<file path="src/rtl/bar_fill_writer_if.sv">
// bar_fill_writer_if: frame-start input and ping-pong write-port outputs of the bar filler
interface bar_fill_writer_if #(
  parameter int ADDR_W = 10,
  parameter int POS_W = 5
);
  logic frameStart;
  logic we;
  logic [ADDR_W-1:0] wrAddr;
  logic [7:0] wrData;
  logic busy;
  logic frameDone;
  logic [POS_W-1:0] barPos;
  logic overrun;
  modport master(input frameStart, output we, wrAddr, wrData, busy, frameDone, barPos, overrun);
  modport slave(output frameStart, input we, wrAddr, wrData, busy, frameDone, barPos, overrun);
endinterface

</file>
<file path="src/rtl/bar_fill_writer.sv">
// bar_fill_writer: per-frame raster fill of the back buffer with a scrolling vertical bar
module bar_fill_writer #(
  parameter int COLS = 32,
  parameter int ROWS = 24,
  parameter int ADDR_W = 10,
  parameter int BAR_W = 4,
  parameter logic [7:0] BG_COLOR = 8'h03,
  parameter logic [7:0] BAR_COLOR = 8'hE0,
  parameter int FRAMES_PER_STEP = 2
) (
  input logic vgaclk,
  input logic rst,
  bar_fill_writer_if.master bus
);
  localparam int PW = $clog2(COLS);
  localparam int RW = ROWS > 1 ? $clog2(ROWS) : 1;
  localparam int SW = FRAMES_PER_STEP > 1 ? $clog2(FRAMES_PER_STEP) : 1;
  typedef enum logic [1:0] {IDLE, FILL, DONE} state_t;
  state_t state_q, state_d;
  logic [PW-1:0] col_q, col_d, cur_q, cur_d, pos_q, pos_d, nxt_col;
  logic [RW-1:0] row_q, row_d, nxt_row;
  logic [SW-1:0] step_q, step_d;
  logic [ADDR_W-1:0] addr_q, addr_d;
  logic [7:0] data_q, data_d;
  logic we_q, we_d, busy_q, busy_d, done_q, done_d, ovr_q, ovr_d;
  logic last, go, adv, wrap;
  // Bar test uses the column offset from the bar's left edge, truncated so the bar wraps
  function automatic logic [7:0] pix(input logic [PW-1:0] c, input logic [PW-1:0] p);
    logic [PW-1:0] d;
    d = c - p;
    return (int'(d) < BAR_W) ? BAR_COLOR : BG_COLOR;
  endfunction
  assign last = row_q == RW'(ROWS - 1) && col_q == PW'(COLS - 1);
  assign go = state_q == IDLE && bus.frameStart;
  assign adv = state_q == FILL && !last;
  assign wrap = state_q == DONE && step_q == SW'(FRAMES_PER_STEP - 1);
  assign nxt_col = col_q + 1'b1;
  assign nxt_row = row_q + RW'(nxt_col == '0);
  // state register
  always_ff @(posedge vgaclk) state_q <= rst ? IDLE : state_d;
  // next-state: IDLE -> FILL on frame start, FILL -> DONE after last pixel, DONE lasts one cycle
  always_comb begin
    state_d = go ? FILL : (state_q == FILL && last) ? DONE : state_q == DONE ? IDLE : state_q;
  end
  // outputs are computed one cycle ahead so every port comes straight from a flop
  always_comb begin
    we_d = state_d == FILL;
    busy_d = state_d == FILL;
    done_d = state_d == DONE;
    col_d = go ? '0 : adv ? nxt_col : col_q;
    row_d = go ? '0 : adv ? nxt_row : row_q;
    cur_d = go ? pos_q : cur_q;
    addr_d = go ? '0 : adv ? addr_q + 1'b1 : addr_q;
    data_d = go ? pix('0, pos_q) : adv ? pix(nxt_col, cur_q) : data_q;
    step_d = wrap ? '0 : state_q == DONE ? step_q + 1'b1 : step_q;
    pos_d = wrap ? pos_q + 1'b1 : pos_q;
    ovr_d = ovr_q | (bus.frameStart && state_q != IDLE);
  end
  // datapath and output registers
  always_ff @(posedge vgaclk) begin
    if (rst) begin
      col_q <= '0;
      row_q <= '0;
      cur_q <= '0;
      pos_q <= '0;
      step_q <= '0;
      addr_q <= '0;
      data_q <= '0;
      we_q <= 1'b0;
      busy_q <= 1'b0;
      done_q <= 1'b0;
      ovr_q <= 1'b0;
    end else begin
      col_q <= col_d;
      row_q <= row_d;
      cur_q <= cur_d;
      pos_q <= pos_d;
      step_q <= step_d;
      addr_q <= addr_d;
      data_q <= data_d;
      we_q <= we_d;
      busy_q <= busy_d;
      done_q <= done_d;
      ovr_q <= ovr_d;
    end
  end
  assign bus.we = we_q;
  assign bus.wrAddr = addr_q;
  assign bus.wrData = data_q;
  assign bus.busy = busy_q;
  assign bus.frameDone = done_q;
  assign bus.barPos = pos_q;
  assign bus.overrun = ovr_q;
endmodule

</file>
<file path="src/flat_wrapper.sv">
// flat-port wrapper written by rule: the top's interface ports become plain ports
module bar_fill_writer_flat 
#(
  parameter int COLS = 32,
  parameter int ROWS = 24,
  parameter int ADDR_W = 10,
  parameter int BAR_W = 4,
  parameter logic [7:0] BG_COLOR = 8'h03,
  parameter logic [7:0] BAR_COLOR = 8'hE0,
  parameter int FRAMES_PER_STEP = 2
)
  (vgaclk, rst, bus_frameStart, bus_we, bus_wrAddr, bus_wrData, bus_busy, bus_frameDone, bus_barPos, bus_overrun);
  bar_fill_writer_if #(.ADDR_W(ADDR_W), .POS_W(5)) bus_i ();
  input logic vgaclk;
  input logic rst;
  input wire logic [$bits(bus_i.frameStart)-1:0] bus_frameStart;
  output wire logic [$bits(bus_i.we)-1:0] bus_we;
  output wire logic [$bits(bus_i.wrAddr)-1:0] bus_wrAddr;
  output wire logic [$bits(bus_i.wrData)-1:0] bus_wrData;
  output wire logic [$bits(bus_i.busy)-1:0] bus_busy;
  output wire logic [$bits(bus_i.frameDone)-1:0] bus_frameDone;
  output wire logic [$bits(bus_i.barPos)-1:0] bus_barPos;
  output wire logic [$bits(bus_i.overrun)-1:0] bus_overrun;
  assign bus_i.frameStart = bus_frameStart;
  assign bus_we = bus_i.we;
  assign bus_wrAddr = bus_i.wrAddr;
  assign bus_wrData = bus_i.wrData;
  assign bus_busy = bus_i.busy;
  assign bus_frameDone = bus_i.frameDone;
  assign bus_barPos = bus_i.barPos;
  assign bus_overrun = bus_i.overrun;
  bar_fill_writer #(.COLS(COLS), .ROWS(ROWS), .ADDR_W(ADDR_W), .BAR_W(BAR_W), .BG_COLOR(BG_COLOR), .BAR_COLOR(BAR_COLOR), .FRAMES_PER_STEP(FRAMES_PER_STEP)) u_core (.vgaclk(vgaclk), .rst(rst), .bus(bus_i));
endmodule
</file>
<file path="config.mk">
export PLATFORM = sky130hd
export DESIGN_NAME = bar_fill_writer_flat
export DESIGN_NICKNAME = d
export VERILOG_FILES = /design/src/rtl/bar_fill_writer_if.sv /design/src/rtl/bar_fill_writer.sv /design/src/flat_wrapper.sv
export SDC_FILE = /design/constraint.sdc
export NUM_CORES = 1
export LEC_CHECK = 0
export CORE_ASPECT_RATIO = 0.9
export CORE_UTILIZATION = 40
export DETAILED_ROUTE_END_ITERATION = 10
export PLACE_DENSITY = 0.68
export SYNTH_ARGS = -nofsm -noshare
export SYNTH_HDL_FRONTEND = slang
export SYNTH_SLANG_ARGS = --single-unit
</file>
<file path="constraint.sdc">
create_clock -name vgaclk -period 2.8 [get_ports vgaclk]
set_input_delay 0.56 -clock vgaclk [delete_from_list [all_inputs] [get_ports vgaclk]]
set_output_delay 0.56 -clock vgaclk [all_outputs]
set_load 0.02 [all_outputs]
</file>
Word level (Yosys, flattened, before mapping)

Cells that the tools add are included.

Word-level logic and storage cells: 47
Register bits: 44
Memories: 0
Bits of input ports: 3
Bits in read-only memories: 0
Output and inout bits: 27
Latch bits: 0
Bits in writable memories: 0

Shift operators: 0
Div/mod/pow operators: 0
Muxes and demuxes: 7
Reductions and logical operators: 13
$lt $le $gt $ge: 2
Add/sub/neg operators: 7
$mul: 0
Bitwise operators: 1
Equality and inequality tests: 6

Operators with widths:

| cell                  | count |
|---|---|
| $mux 8                | 4 |
| $add 10x1->10 const B | 1 |
| $add 5x1->5 const B   | 2 |
| $eq 5x5->1 const B    | 2 |
| $lt 5x3->1 const B    | 2 |
| $logic_and 1x1->1     | 6 |
| $mux 2                | 3 |
| $add 5x1->5           | 1 |
| $logic_not 5->1       | 1 |
| $sub 1x5->5 const A   | 1 |
| $sub 5x5->5           | 1 |
| $eq 2x1->1 const B    | 2 |
| $eq 2x2->1 const B    | 2 |
| $reduce_bool 2->1     | 2 |
| $reduce_or 2->1       | 2 |
| $logic_not 2->1       | 1 |
| $add 1x1->1 const B   | 1 |
| $logic_not 1->1       | 1 |
| $or 1x1->1            | 1 |

Logic depth before layout (Yosys ltp)

Word-level depth: 6
Mapped depth: 10

Worst setup path before layout

No wires, ideal clock.

Path type: flip-flop to flip-flop
Start: register u_core.col_q[0]
End: register u_core.addr_q[2], in the netlist u_core.bus.wrAddr[2]
Stages on the path, launching flop included: 11
Data required time: 2672 ps
Period minus slack after synthesis: 2463 ps
Data arrival time: 2336 ps
Path slack: 337 ps
Cell sequence: dfxtp_1 -> ha_1 -> and3_2 -> ha_1 -> and4b_1 -> a31oi_1 -> clkbuf_1 -> buf_1 -> nand2_1 -> xor2_1 -> nor2_1

Longest elaborated chain between the ends: 4

Ends and longest elaborated chain:

| item                   | line                  | text |
|---|---|---|
| from (decl)            | bar_fill_writer.sv:20 | `logic [PW-1:0] col_q, col_d, cur_q, cur_d, pos_q, pos_d, nxt_col;` |
| from (signal assigned) | bar_fill_writer.sv:74 | `col_q <= col_d;` |
| $eq 5x5->1             | bar_fill_writer.sv:33 | `assign last = row_q == RW'(ROWS - 1) && col_q == PW'(COLS - 1);` |
| $logic_and 1x1->1      | bar_fill_writer.sv:33 |  |
| $logic_not 1->1        | bar_fill_writer.sv:35 | `assign adv = state_q == FILL && !last;` |
| $logic_and 1x1->1      | bar_fill_writer.sv:35 |  |
| to (signal assigned)   | bar_fill_writer.sv:79 | `addr_q <= addr_d;` |
| to (decl)              | bar_fill_writer.sv:23 | `logic [ADDR_W-1:0] addr_q, addr_d;` |

Every way passes these cells.
A chain may end at the register's enable or synchronous reset.

Worst setup path after layout

Start: register u_core.col_q[0]
End: register u_core.data_q[1], in the netlist u_core.bus.wrData[1]

Longest elaborated chain between the ends: 6
Elaborated cells between the ends (all ways): 11
Those cells by class: add/sub (2); order compare (1); eq/ne (1); mux (3); reduce/logical (4)

Ends and longest elaborated chain:

| item                        | line                  | text |
|---|---|---|
| $add 5x1->5                 | bar_fill_writer.sv:37 | `assign nxt_col = col_q + 1'b1;` |
| named net u_core.nxt_col[1] | bar_fill_writer.sv:20 |  |
| $sub 5x5->5                 | bar_fill_writer.sv:30 | `d = c - p;` |
| $lt 5x3->1                  | bar_fill_writer.sv:31 | `return (int'(d) < BAR_W) ? BAR_COLOR : BG_COLOR;` |
| $mux 8                      | bar_fill_writer.sv:31 |  |
| $mux 8 (2 in series)        | bar_fill_writer.sv:54 | `data_d = go ? pix('0, pos_q) : adv ? pix(nxt_col, cur_q) : data_q;` |
| to (signal assigned)        | bar_fill_writer.sv:80 | `data_q <= data_d;` |
| to (decl)                   | bar_fill_writer.sv:24 | `logic [7:0] data_q, data_d;` |

The timed path passes the listed nets, and every way through them passes these cells. The select of a mux whose other input is x is not followed.

==> out/metrics.cfg <==
[yosys]
ys_warn_count=0
ys_ff_latch=38
yosysSeqAreaShare=0.394
syn_inst=208
synth_edf_count=0
netlist-cell-type-count=44
synth.cell_area_um2=1930
synth_ff_type=dfxtp_1
synthArstFlopShare=0
postSynthAreaPerCell_um2=9.29

[floorplanning]
die_w_um=75.3
start_util=0.425
num_rows=23
core_um2=4550
die_h_um=68.0
die_area_um2=5120
io_pins=30

[timing]
clock.fmax_mhz=385
skew_ns=0.00804
finalSetupTns_ns=0
holdWs_ns=0.453
min_period_ns=2.60
setup_viol=0
slew_violations=0
period_share=0.927
relSlewSlack=0.567
worst_pin_slew_ns=0.644
hold_viol_final=0
rsz0062_at_grt=false

[power_and_ir_drop]
p_int_mw=0.800
p_leak_nw=0.923
powerDensity_nw_per_um2=460
peakVddDrop_v=0.000202
p_seq_frac=0.530
p_comb_frac=0.110
pwr-share-clk=0.361
switching_share=0.241
power_switching_mw=0.254

[placement]
hpwlAfterDp_um=2420
place_congestion=0.756
numPortBuffers=26

[clock_tree]
cts_max_level=2
post_cts_buffers=0
cts-root-buf=clkbuf_8
ctsHoldBuffers=0
cts.sinks=38
cts_buffers=5
cts_tree=built
clk_path_buf_depth=2
insertion_delay_ns=0.29
cts_resized=0
clkTransAtPathRegs_ns=0.07

[routing]
routedWlPerCell_um=11.4
first_pass_iters=4
wl_um=3340
drc=0
drtIter0Drc=65
num_vias=1445
antenna_left=0
vias_per_cell=4.91

[worst_setup_path]
required_ns=2.99
cp-start-kind=register
path_cells=ha_1 > ha_1 > a21boi_0 > a221oi_2 > xnor2_1 > or4_4 > a21o_1
rr_worst_depth=7
cp.depth=7
crit_buf_inv=0
crit_slowest_cell=or4_4
crit_end=u_core.bus.wrData[1]$_SDFFE_PP0P_
critPathMaxFanout=5
startpoint=u_core.col_q[0]$_SDFFE_PP0P_
crit_top_cell=ha_1
r2r_slack_ns=0.20
r2r-end=u_core.bus.wrData[1]$_SDFFE_PP0P_
critical_path_arrival_ns=2.79
crit_family=compound AO/OA/AOI/OAI gates
cpPeakStageDelay_ns=0.55
crit_type=register to register
r2r-start=u_core.col_q[0]$_SDFFE_PP0P_
cp-end-kind=register

[run]
cap_violations=0

[global_routing]
track_usage=0.155
grt_pass1_wl_um=5900
grt_pass1_vias=1309
grt-ovfl-total=0
antenna_found_initial=0
grt_start_max_net_pins=21

[final_layout]
fill_cells=449
antenna_cells=0
drive_gt1_frac=0.0690
nNetsFinal=245
areaGrowthSynthToFinish_pct=18.6

[min_path]
min_path_type=register to register
hold_depth=2

[outcome]
status=finished clean

## layout by cell type, fill, tap and decap left out, types with 4 or more instances in the layout
| master | n |
|---|---|
| dfxtp_1 | 38 |
| nor2_1 | 36 |
| clkdlybuf4s50_1 | 26 |
| xor2_1 | 17 |
| ha_1 | 11 |
| mux2i_1 | 10 |
| xnor2_1 | 7 |
| inv_1 | 7 |
| nand3_1 | 6 |
| nand4_1 | 6 |
| clkbuf_8 | 6 |
| o21ai_0 | 5 |
| nand2b_1 | 4 |
| nor2b_1 | 4 |
| nand2_1 | 4 |
| buf_4 | 4 |
## power groups by stage
stage          logic, mW  registers (mW)  clock network (mW)
2_1_floorplan     0.0831           0.576                   0
3_3_place_gp       0.115           0.570                   0
3_5_place_dp       0.116           0.571                   0
4_1_cts            0.117           0.558               0.396
5_1_grt            0.127           0.560               0.416
6_report           0.115           0.558               0.380
## worst min path at each step
| stage | start | to | slack [ns] |
|---|---|---|---|
| finish | u_core.bus.overrun$_SDFF_PP0_ | u_core.bus.overrun$_SDFF_PP0_ | 0.45 |
| global route | u_core.bus.overrun$_SDFF_PP0_ | u_core.bus.overrun$_SDFF_PP0_ | 0.48 |
| CTS | u_core.bus.overrun$_SDFF_PP0_ | u_core.bus.overrun$_SDFF_PP0_ | 0.46 |
| detailed placement | u_core.bus.overrun$_SDFF_PP0_ | u_core.bus.overrun$_SDFF_PP0_ | 0.44 |
| global placement | u_core.bus.overrun$_SDFF_PP0_ | u_core.bus.overrun$_SDFF_PP0_ | 0.43 |
| floorplan | u_core.cur_q[0]$_SDFFE_PP0P_ | u_core.cur_q[0]$_SDFFE_PP0P_ | 0.46 |
## area by class of cell
cell class	instances	area, µm²	area share
multi-input cells	149	1050	0.456
flip-flops and latches	38	761	0.332
repair buffers	30	290	0.127
clock buffers	7	86.3	0.0377
well taps	62	77.6	0.0338
inverters	7	26.3	0.0115
clock inverters	1	5.00	0.00218
## logic make-up after synthesis
logic type / synth area share
AND/OR/NAND/NOR: 0.212
flip-flops: 0.394
XOR/XNOR: 0.120
buffers and inverters: 0.0725
AO/OA/AOI/OAI: 0.0770
adder cells (fa/ha/maj): 0.0712
multiplexers: 0.0518
other: 0.00194
## worst min-delay path, delay by kind of cell, from the launching register on
| kind | cells | cell delay [ns] |
|---|---|---|
| buffers and inverters | 1 | 0.05 |
| AOI/OAI and AO/OA | 1 | 0.05 |
| DFF | 1 | 0.31 |
## metrics by stage
stage	area (µm²)	cells	setup slack (ns)	power [mW]	util
CTS	2290	294	0.215	1.07	0.504
global route	2290	294	0.0496	1.10	0.504
finish	2290	294	0.204	1.05	0.504
floorplan	1940	210	0.337	0.659	-
detailed placement	2200	286	0.219	0.687	0.484
global placement	2200	286	0.295	0.685	0.484
## state kept, by name, indices dropped and copies added, names as in the netlist, 2 cells and up
signal,cells
u_core.bus.wrAddr,10
u_core.bus.barPos,5
u_core.col_q,5
u_core.cur_q,5
u_core.row_q,5
u_core.bus.wrData,2
u_core.state_q,2
## Yosys cell counts, types with 2 or more instances
| cell | count | area share |
|---|---|---|
| a21oi_1 | 3 | 0.0078 |
| and2_1 | 3 | 0.0097 |
| and3_1 | 3 | 0.0097 |
| and4_1 | 2 | 0.0091 |
| buf_4 | 7 | 0.027 |
| clkbuf_1 | 5 | 0.0097 |
| clkbuf_8 | 2 | 0.014 |
| dfxtp_1 | 38 | 0.39 |
| ha_1 | 11 | 0.071 |
| inv_1 | 7 | 0.014 |
| mux2i_1 | 10 | 0.052 |
| nand2_1 | 4 | 0.0078 |
| nand2b_1 | 4 | 0.013 |
| nand3_1 | 6 | 0.016 |
| nand4_1 | 6 | 0.019 |
| nor2_1 | 36 | 0.070 |
| nor2b_1 | 4 | 0.013 |
| nor3_1 | 3 | 0.0078 |
| nor3b_1 | 2 | 0.0078 |
| nor4_1 | 2 | 0.0065 |
| o21ai_0 | 5 | 0.013 |
| xnor2_1 | 7 | 0.032 |
| xor2_1 | 17 | 0.077 |
## routing by layer
layer  routed length (µm)  up-vias  GRT usage
li1                     -      748          -
met5                    0        -          0
met4                   70        0     0.0880
met3                   64        5     0.0353
met2                 1530       21      0.243
met1                 1680      671      0.196
Note: power is estimated with default switching activity, not from simulation.
==> RTL change (same settings) <==
Re-encode `state_t` (3 states) as one-hot, 3 bits wide.
--- a/src/rtl/bar_fill_writer.sv
+++ b/src/rtl/bar_fill_writer.sv
@@ -15,7 +15,7 @@
   localparam int PW = $clog2(COLS);
   localparam int RW = ROWS > 1 ? $clog2(ROWS) : 1;
   localparam int SW = FRAMES_PER_STEP > 1 ? $clog2(FRAMES_PER_STEP) : 1;
-  typedef enum logic [1:0] {IDLE, FILL, DONE} state_t;
+  typedef enum logic [2:0] {IDLE = 3'b001, FILL = 3'b010, DONE = 3'b100} state_t;
   state_t state_q, state_d;
   logic [PW-1:0] col_q, col_d, cur_q, cur_d, pos_q, pos_d, nxt_col;
   logic [RW-1:0] row_q, row_d, nxt_row;
Formal check against the unedited RTL: no difference found for any inputs over 10 cycles, from zero or initial values and one cycle with rst high; not proved beyond that.
==> RTL change against the unedited design <==
Synthesized cell count is 8.2% higher; routed wire length is 2.1% higher; design area is 2.2% higher; first-iteration DRC count is 40% higher; sequential cell count is 1 higher; sequential share of layout area is 0.15 points higher; area after synthesis is 1.7% higher; hold slack better by 0.014 ns; setup slack better by 0.046 ns; clock skew is 0.0014 ns lower; fmax is 1.8% higher; total power is 2.7% higher; combinational power is 9% lower; critical path type unchanged; largest cell class unchanged; largest power group unchanged.
==> RTL change: results (changes against the unedited design) <==
Layout
  – Seq. cell area: 781 sq um (+2.6%)
  – Synth-to-Final Area Change: 19.1%
  – Inverters: 9 (+2)
  – Nets: 262 (+6.9%)
  – Clock buf/inv share: 4.27% (+0.29 points)
  – Non-clock buffer share: 12.4% (-0.27 points)
  – Clkbuf count: 8 (+1)
  – Number of fill cells: 433 (-3.6%)
  – Count of multi-input gates: 164 (+10%)
  – Fraction of area in multi-input gates: 45.2% (-0.39 points)

Synth
  – Post-synthesis sequential area ratio: 39.7% (+0.34 points)
  – Top cells by count, synth: dfxtp_1, nor2_1, nand2_1
  – Top cells by area, synth: dfxtp_1, ha_1, nor2_1, xnor2_1, xor2_1

GRT
  – Vias in the first global route: 1392 (+6.3%)
  – Total GRT Usage: 14.4% (-1.1 points)

Routing
  – Via density: 4.90 (-0.23%)
  – DR vias: 1530 (+5.9%)
  – Final wirelength: 3410 um (+2.1%)

Run status
  – Status: complete, no violations

Power and ir drop
  – Clk pwr: 403 uW (+6.1%)
  – Seq. pwr: 574 uW (+3%)
  – Peak supply drop: 0.327 mV (+62%)
  – Sw Pwr: 247 uW (-2.7%)
  – Leakage: 0.000849 uW (-8.0%)

Worst hold path
  – WHS Endpoint: u_core.col_q[4]$_SDFFE_PP0P_
  – Hold wc startpoint: u_core.col_q[4]$_SDFFE_PP0P_

Critical path
  – Reg2Reg Launch Point: u_core.col_q[0]$_SDFFE_PP0P_
  – Register-to-Register Path Depth: 8 (+1)

Placed design
  – Placed instance count: 304 (+6.3%)
  – Placed instance area: 2240 sq um (+1.9%)
  – Post-Place Worst Slack: 0.170 ns (-0.0488 ns)

STA
  – Worst hold slack: 0.467 ns (+0.0143 ns)
  – Final Skew: 0.00662 ns (-0.00142 ns)

Die
  – Die ar.: 5200 sq um (+1.7%)
RTL change: logic make-up (layout without fill, tap and decap cells):
kind of cell,Yosys count,in the layout,share of synthesized area [%]
buf+inv,24,47,6.81
compound gates,31,31,10.3
simple gates,90,90,22.1
flops,39,39,39.7
mux,6,6,3.05
other cells,1,3,0.191
fa+ha+maj,10,10,6.36
xor+xnor,24,24,11.5
RTL change: metal layers:
metal,GRT usage [%],up-vias,part of all wire [%]
met5,0,-,0
met2,23.6,20,45
met4,5.05,0,1.3
met1,19.0,702,51
met3,3.16,4,2.5
li1,-,804,-
RTL change: how the worst max path moves through the flow:
stage                                      start                                 to  slack, ns  cells past startpoint
floorplan           u_core.col_q[0]$_SDFFE_PP0P_  u_core.bus.wrData[1]$_SDFFE_PP0P_       0.39                      7
global placement    u_core.col_q[0]$_SDFFE_PP0P_  u_core.bus.wrData[1]$_SDFFE_PP0P_       0.28                      7
detailed placement  u_core.col_q[0]$_SDFFE_PP0P_  u_core.bus.wrData[1]$_SDFFE_PP0P_       0.17                      7
CTS                 u_core.col_q[0]$_SDFFE_PP0P_  u_core.bus.wrData[1]$_SDFFE_PP0P_       0.17                      7
global route        u_core.col_q[0]$_SDFFE_PP0P_  u_core.bus.wrData[1]$_SDFFE_PP0P_       0.11                      8
finish              u_core.col_q[0]$_SDFFE_PP0P_  u_core.bus.wrData[1]$_SDFFE_PP0P_       0.25                      8
RTL change: worst max-delay path, cell delays in order, from the launching register on:
cell      delay [ns]
dfxtp_1         0.35
ha_1            0.27
and3_2          0.23
ha_1            0.31
xor2_1          0.26
or3_2           0.17
o311ai_0        0.11
or4_1           0.53
a31o_1          0.22
RTL change: what timing repair did:
| item | in CTS | in global routing |
|---|---|---|
| setup buffers | 0 | 0 |
| gates resized for setup | 0 | 1 |
| setup endpoints to repair | 0 | 1 |
